===== src/rtl/seg_display_arbiter.sv =====
// seg_display_arbiter
//   Shares one 4-digit seven-segment driver among three display sources.
//   Source 2 (alert) preempts everything. Sources 0 (answer) and 1 (score)
//   take turns round-robin. Every grant is held for at least HOLD_CYCLES
//   clocks so the display does not flicker.
//
//   Optional feature macro: DISP_ARB_GAP_EN
//     When defined, every switch between two different sources passes
//     through a blank GAP of GAP_CYCLES clocks. When undefined, switches are
//     direct and GAP_CYCLES has no effect.
//
// Parameters
//   HOLD_CYCLES  minimum dwell per grant, in clk cycles (>= 1)
//   GAP_CYCLES   blank interval between sources, in clk cycles (>= 1)
//
// Ports
//   IN_clk          clock, all state changes on the rising edge
//   IN_reset        synchronous active-high reset
//   IN_req[2:0]     level-sensitive request, bit n = source n
//   IN_srcN_digits  28-bit pattern bus {digit3,digit2,digit1,digit0}, 7 bits
//                   each, active-low cathodes
//   OUT_digit0..3   registered pattern for the display driver (7'h7F = blank)
//   OUT_grant[2:0]  one-hot owner, 000 when nobody owns the display
//   OUT_busy        high while a source is granted or a gap is running
module seg_display_arbiter #(
  parameter int HOLD_CYCLES = 100_000_000,
  parameter int GAP_CYCLES  = 5_000_000
) (
  input  logic        IN_clk,
  input  logic        IN_reset,
  input  logic [2:0]  IN_req,
  input  logic [27:0] IN_src0_digits,
  input  logic [27:0] IN_src1_digits,
  input  logic [27:0] IN_src2_digits,
  output logic [6:0]  OUT_digit0,
  output logic [6:0]  OUT_digit1,
  output logic [6:0]  OUT_digit2,
  output logic [6:0]  OUT_digit3,
  output logic [2:0]  OUT_grant,
  output logic        OUT_busy
);

  typedef enum logic [1:0] {
    S_IDLE  = 2'd0,
    S_GRANT = 2'd1,
    S_GAP   = 2'd2
  } state_t;

  localparam int              HW       = $clog2(HOLD_CYCLES + 1);
  localparam logic [HW-1:0]   HOLD_MAX = HW'(HOLD_CYCLES - 1);
  localparam logic [27:0]     BLANK    = {4{7'h7F}};

  state_t          state, state_d;
  logic [1:0]      owner, owner_d;
  logic [HW-1:0]   hold_cnt, hold_d;
  logic            rr_last, rr_d;     // 0 = source 0 granted last, 1 = source 1

`ifdef DISP_ARB_GAP_EN
  localparam int            GW      = $clog2(GAP_CYCLES + 1);
  localparam logic [GW-1:0] GAP_MAX = GW'(GAP_CYCLES - 1);
  logic [GW-1:0]  gap_cnt, gap_d;
`endif

  logic        pick_valid;
  logic [1:0]  pick_src;
  logic        take;           // grant pick_src on this edge
  logic        change;         // leave the current owner for a different one

  logic [2:0]  grant_d;
  logic        busy_d;
  logic [27:0] digits_d, digits_q;

  // Pick: source 2 first, then 0/1 with the tie going to whoever was not
  // granted last.
  always_comb begin
    pick_valid = 1'b1;
    pick_src   = 2'd0;
    if (IN_req[2])                   pick_src = 2'd2;
    else if (IN_req[0] && IN_req[1]) pick_src = rr_last ? 2'd0 : 2'd1;
    else if (IN_req[0])              pick_src = 2'd0;
    else if (IN_req[1])              pick_src = 2'd1;
    else                             pick_valid = 1'b0;
  end

  // Next-state logic.
  // NOTE: every signal written in a combinational block gets a default at
  // the top, so no path leaves it unassigned and no latch is inferred.
  always_comb begin
    state_d = state;
    owner_d = owner;
    hold_d  = hold_cnt;
    rr_d    = rr_last;
    take    = 1'b0;
    change  = 1'b0;
`ifdef DISP_ARB_GAP_EN
    gap_d   = gap_cnt;
`endif

    case (state)
      S_IDLE: begin
        if (pick_valid) take = 1'b1;
      end
      S_GRANT: begin
        if (IN_req[2] && owner != 2'd2) change = 1'b1;       // preemption
        else if (hold_cnt != HOLD_MAX)  hold_d = hold_cnt + HW'(1);
        else if (!pick_valid)           state_d = S_IDLE;
        else if (pick_src != owner)     change = 1'b1;
        // pick == owner: stay, hold_cnt remains saturated
      end
`ifdef DISP_ARB_GAP_EN
      S_GAP: begin
        // The gap always runs to completion; pick is re-evaluated at its end.
        if (gap_cnt != GAP_MAX) gap_d = gap_cnt + GW'(1);
        else if (pick_valid)    take = 1'b1;
        else                    state_d = S_IDLE;
      end
`endif
      default: state_d = S_IDLE;
    endcase

    if (change) begin
`ifdef DISP_ARB_GAP_EN
      state_d = S_GAP;
      gap_d   = '0;
`else
      take = 1'b1;
`endif
    end

    if (take) begin
      state_d = S_GRANT;
      owner_d = pick_src;
      hold_d  = '0;
      if (pick_src != 2'd2) rr_d = pick_src[0];
    end
  end

  // Output values for the upcoming state, registered together with it so
  // grant, busy and digits always agree.
  always_comb begin
    grant_d  = 3'b000;
    busy_d   = 1'b0;
    digits_d = BLANK;
    if (state_d == S_GRANT) begin
      busy_d = 1'b1;
      case (owner_d)
        2'd0:    begin grant_d = 3'b001; digits_d = IN_src0_digits; end
        2'd1:    begin grant_d = 3'b010; digits_d = IN_src1_digits; end
        default: begin grant_d = 3'b100; digits_d = IN_src2_digits; end
      endcase
    end else if (state_d == S_GAP) begin
      busy_d = 1'b1;
    end
  end

  // State and output registers.
  // NOTE: sequential state uses non-blocking assignments so every register
  // samples the pre-edge values, independent of statement order.
  always_ff @(posedge IN_clk) begin
    if (IN_reset) begin
      state     <= S_IDLE;
      owner     <= 2'd0;
      hold_cnt  <= '0;
      rr_last   <= 1'b1;          // source 0 wins the first 0/1 tie
`ifdef DISP_ARB_GAP_EN
      gap_cnt   <= '0;
`endif
      OUT_grant <= 3'b000;
      OUT_busy  <= 1'b0;
      digits_q  <= BLANK;
    end else begin
      state     <= state_d;
      owner     <= owner_d;
      hold_cnt  <= hold_d;
      rr_last   <= rr_d;
`ifdef DISP_ARB_GAP_EN
      gap_cnt   <= gap_d;
`endif
      OUT_grant <= grant_d;
      OUT_busy  <= busy_d;
      digits_q  <= digits_d;
    end
  end

  assign OUT_digit3 = digits_q[27:21];
  assign OUT_digit2 = digits_q[20:14];
  assign OUT_digit1 = digits_q[13:7];
  assign OUT_digit0 = digits_q[6:0];

endmodule


===== config.mk =====
export PLATFORM = sky130hd
export DESIGN_NAME = seg_display_arbiter
export DESIGN_NICKNAME = d
export VERILOG_FILES = /design/src/rtl/seg_display_arbiter.sv
export SDC_FILE = /design/constraint.sdc
export NUM_CORES = 1
export LEC_CHECK = 0
export CORE_MARGIN = 1.5
export CORE_UTILIZATION = 40
export DETAILED_ROUTE_END_ITERATION = 6
export MAX_ROUTING_LAYER = met4
export PLACE_DENSITY = 0.77
export SLEW_MARGIN = 5
export SYNTH_ARGS = -nofsm -noshare
export SYNTH_HDL_FRONTEND = slang
export SYNTH_SLANG_ARGS = --single-unit

===== constraint.sdc =====
create_clock -name IN_clk -period 2.3 [get_ports IN_clk]
set_input_delay 0.575 -clock IN_clk [delete_from_list [all_inputs] [get_ports IN_clk]]
set_output_delay 0.575 -clock IN_clk [all_outputs]
set_load 0.01 [all_outputs]

==> impl_results.md <==
* Outcome: finished, violations left
* Violated checks: setup timing
* Share of power burned in registers at 0.460
* Post-synth top cells: dfxtp_1, nor2_1, o21ai_0
* Hold WC Path Type: register to register
* Post-Synth XOR/XNOR Area at 0.0753
* Syn Area/Cell at 8.18 um^2
* Crit start category: input port
* Port bufs at 120
* Worst Min Path Start: rr_last
* Switch share at 0.269
* Clock transition at path regs at 0.07 ns
* FF-to-FF Start: hold_cnt[1]
* Fmax at 433 MHz
* EDFF count, synth at 0
* Top-area cell type share of the netlist area at 0.408
* Total gr overflow at 0
* Routed WL per cell at around 16 um
* Yosys warning total at 0
* Diode count at 0
* H-tree depth at 3
* CTS Buf Count at 9
* Pre-CTS WS at -0.392 ns
* Hold_buf cts at 0
* Critical Path End Type: register
* Ratio of cells with drive above 1 in the final layout at 0.125
* FF+latch count, synth at 64
* RSZ-0062 raised after global routing: yes
* Critical path arrival at 2.56 ns
* Slew margin rel. at 0.645
* Main flop type after synthesis: dfxtp_1
* Insertion delay to the later sink of the worst-skew pair at 0.34 ns
* Compound-Gate Fraction of Synth Area at 0.216
* Max VDD drop at approximately 400 uV
* Leakage at around 0.0017 uW
* Mux cell area share after synthesis at 0.00319
* Die width at about 92 um
* Hold EP: rr_last
* Int Power at between 1500 and 2000 uW
* Post-Route WL at ~9900 um
* Die extent in y at 91.6 um
* Iter 0 DRT Violations at 130
* Area added between synthesis and finish at 55.7%
* Top post-synthesis cells by area: dfxtp_1, o2111ai_1, xnor2_1
* Starting density of the core at 0.411
* DR vias at 3309
* Worst EP required at 2.55 ns
* Final HPWL DP at 6860 um
* Worst hold path cell count at 2
* Post-Synth Simple-Gate Area at 0.198
* Tot GR Track Use at 0.236
* Tcrit/Tclk final at 1.00
* Total power at 2490 uW
* Comb power frac at 0.188
* Final Hold Viols at 0
* Worst slew pin tran at approximately 0.53 ns
* Routed Antenna Nets at 0
* Final WS setup at -0.0114 ns
* # setup viols final at 2
* Min Clock Period, post-route at 2.31 ns
* PD cells at slightly above 500 nW/um^2
* Asr flop ratio synth at 0
* Seq/Total Area, Yosys at 0.408
* Crit path kind: input port to register
* Synth area leader: dfxtp_1
* Fin nets at 608
* Vias per std cell at approximately 5.3
* GP Congestion at between 0.8 and 0.9
* FF-to-FF path depth at 9
* Max FO, Critical Path at 8
* Root buf cell: clkbuf_8
* DRT Pass-1 Iters at 4
* Largest net degree at the start of global routing at 32
* Initial antenna violation count at 0
* Post-Synth Adder-Cell Area at 0.00796
* CTS tree: done
* Hold slack at 0.478 ns
* Clock Tree Buf Depth at 2
* Syn nets at 475
* Global-route wire length before repair at about 15000 um
* Core Footprint at 7650 um^2
* Post-Syn Instances at 384
* Synth cell types at between 40 and 50
* Max-slew violations at 0
* Vias in the first global route at about 3200
* Net switching power at 672 uW
* R2R Path End: digits_q[1]
* Worst Skew at roughly 0.009 ns
* R2r setup slk at 0.07 ns
* # DRC at 0
* Rows at 32
* Main combinational cell family by area after synthesis: compound AO/OA/AOI/OAI gates
* Count leader, synth: dfxtp_1
* Num Clock Sinks at 64
* Clock power frac at 0.352
* Die area at between 8000 and 9000 um^2
* Synthesized cell area at 3140 um^2
* MaxCap Viol Count at 0
* I/O pin count at 121
what timing repair did:
item / CTS / global route
cloned: 0 / 2
gates resized for setup: 3 / 11
setup endpoints to repair: 1 / 28
pin swaps: 3 / 3
buffers inserted: 0 / 3
stage by stage:
step / area, um^2 / util / cells / TNS [ns]
after floorplan: 3140 / - / 384 / 0
after global placement: 4610 / 0.602 / 603 / -13.31
after detailed placement: 4610 / 0.602 / 603 / -17.61
after CTS: 4800 / 0.628 / 619 / 0
after global routing: 4890 / 0.640 / 624 / -0.320
final: 4890 / 0.640 / 624 / -0.0218
kinds of logic (layout without fill, tap and decap cells):
logic type                 after synthesis  after routing
AOI/OAI and AO/OA                      103            103
xor gates and xnor gates                27             27
adders and majority gates                2              2
buffers and inverters                   65            203
DFF                                     64             64
muxes                                    1              1
other                                    2              2
and+or+nand+nor                        120            120
final cells by class:
cell class	instances	area, um^2
flip-flops and latches	64	1280
multi-input cells	255	1630
fillers	632	2760
clock buffers	10	138
well taps	102	128
repair buffers	150	1530
clock inverters	6	45.0
inverters	37	139
worst max-delay path, cell delays in order:
cell and delay, ns:
clkdlybuf4s50_1 0.48, nand2_1 0.08, a31o_2 0.28, a311o_1 0.33, a211oi_4 0.29, buf_4 0.18, clkbuf_16 0.15, o21ai_0 0.09
o2111ai_1 0.10
worst max-delay path by stage:
stage | startpoint | cells after the start | end | slack [ns]
2_1_floorplan | hold_cnt[0] | 11 | digits_q[0] | 0.03
3_3_place_gp | IN_req[2] | 8 | digits_q[13] | -0.27
3_5_place_dp | IN_req[2] | 8 | digits_q[22] | -0.39
4_1_cts | IN_req[2] | 8 | digits_q[22] | 0.01
5_1_grt | hold_cnt[1] | 9 | digits_q[5] | -0.04
6_report | IN_req[0] | 9 | digits_q[1] | -0.01
power by group through the flow:
stage	Combinational (uW)	Sequential, uW	Clock [uW]
global route	503	1150	966
global placement	437	1170	0
floorplan	156	1180	0
finish	469	1150	877
CTS	452	1150	905
detailed placement	445	1170	0
state kept, by name, indices dropped and copies added, names as in the netlist:
register / cells
owner: 2
OUT_busy: 1
rr_last: 1
digits_q: 28
state: 2
hold_cnt: 27
OUT_grant: 3
per-layer routing:
metal	routed length, um	GRT usage	share of wire	up-vias
met5	0	-	0	-
met3	610	0.0398	0.062	20
met2	4870	0.374	0.49	130
met1	4220	0.298	0.43	1544
met4	204	0.0951	0.021	0
li1	-	-	-	1615
layout by cell type, fill, tap and decap left out, types with 4 or more instances in the layout:
master	count
nand2_1	15
nor2_1	46
xnor2_1	25
clkdlybuf4s50_1	119
o2111ai_1	27
o21ai_1	21
nand3_1	10
dfxtp_1	63
nand4_1	7
o21ai_0	39
nor4_1	11
inv_1	37
nor3_1	7
buf_12	6
and4_1	4
buf_4	21
clkbuf_8	10
Power figures use the tool's default switching activity.
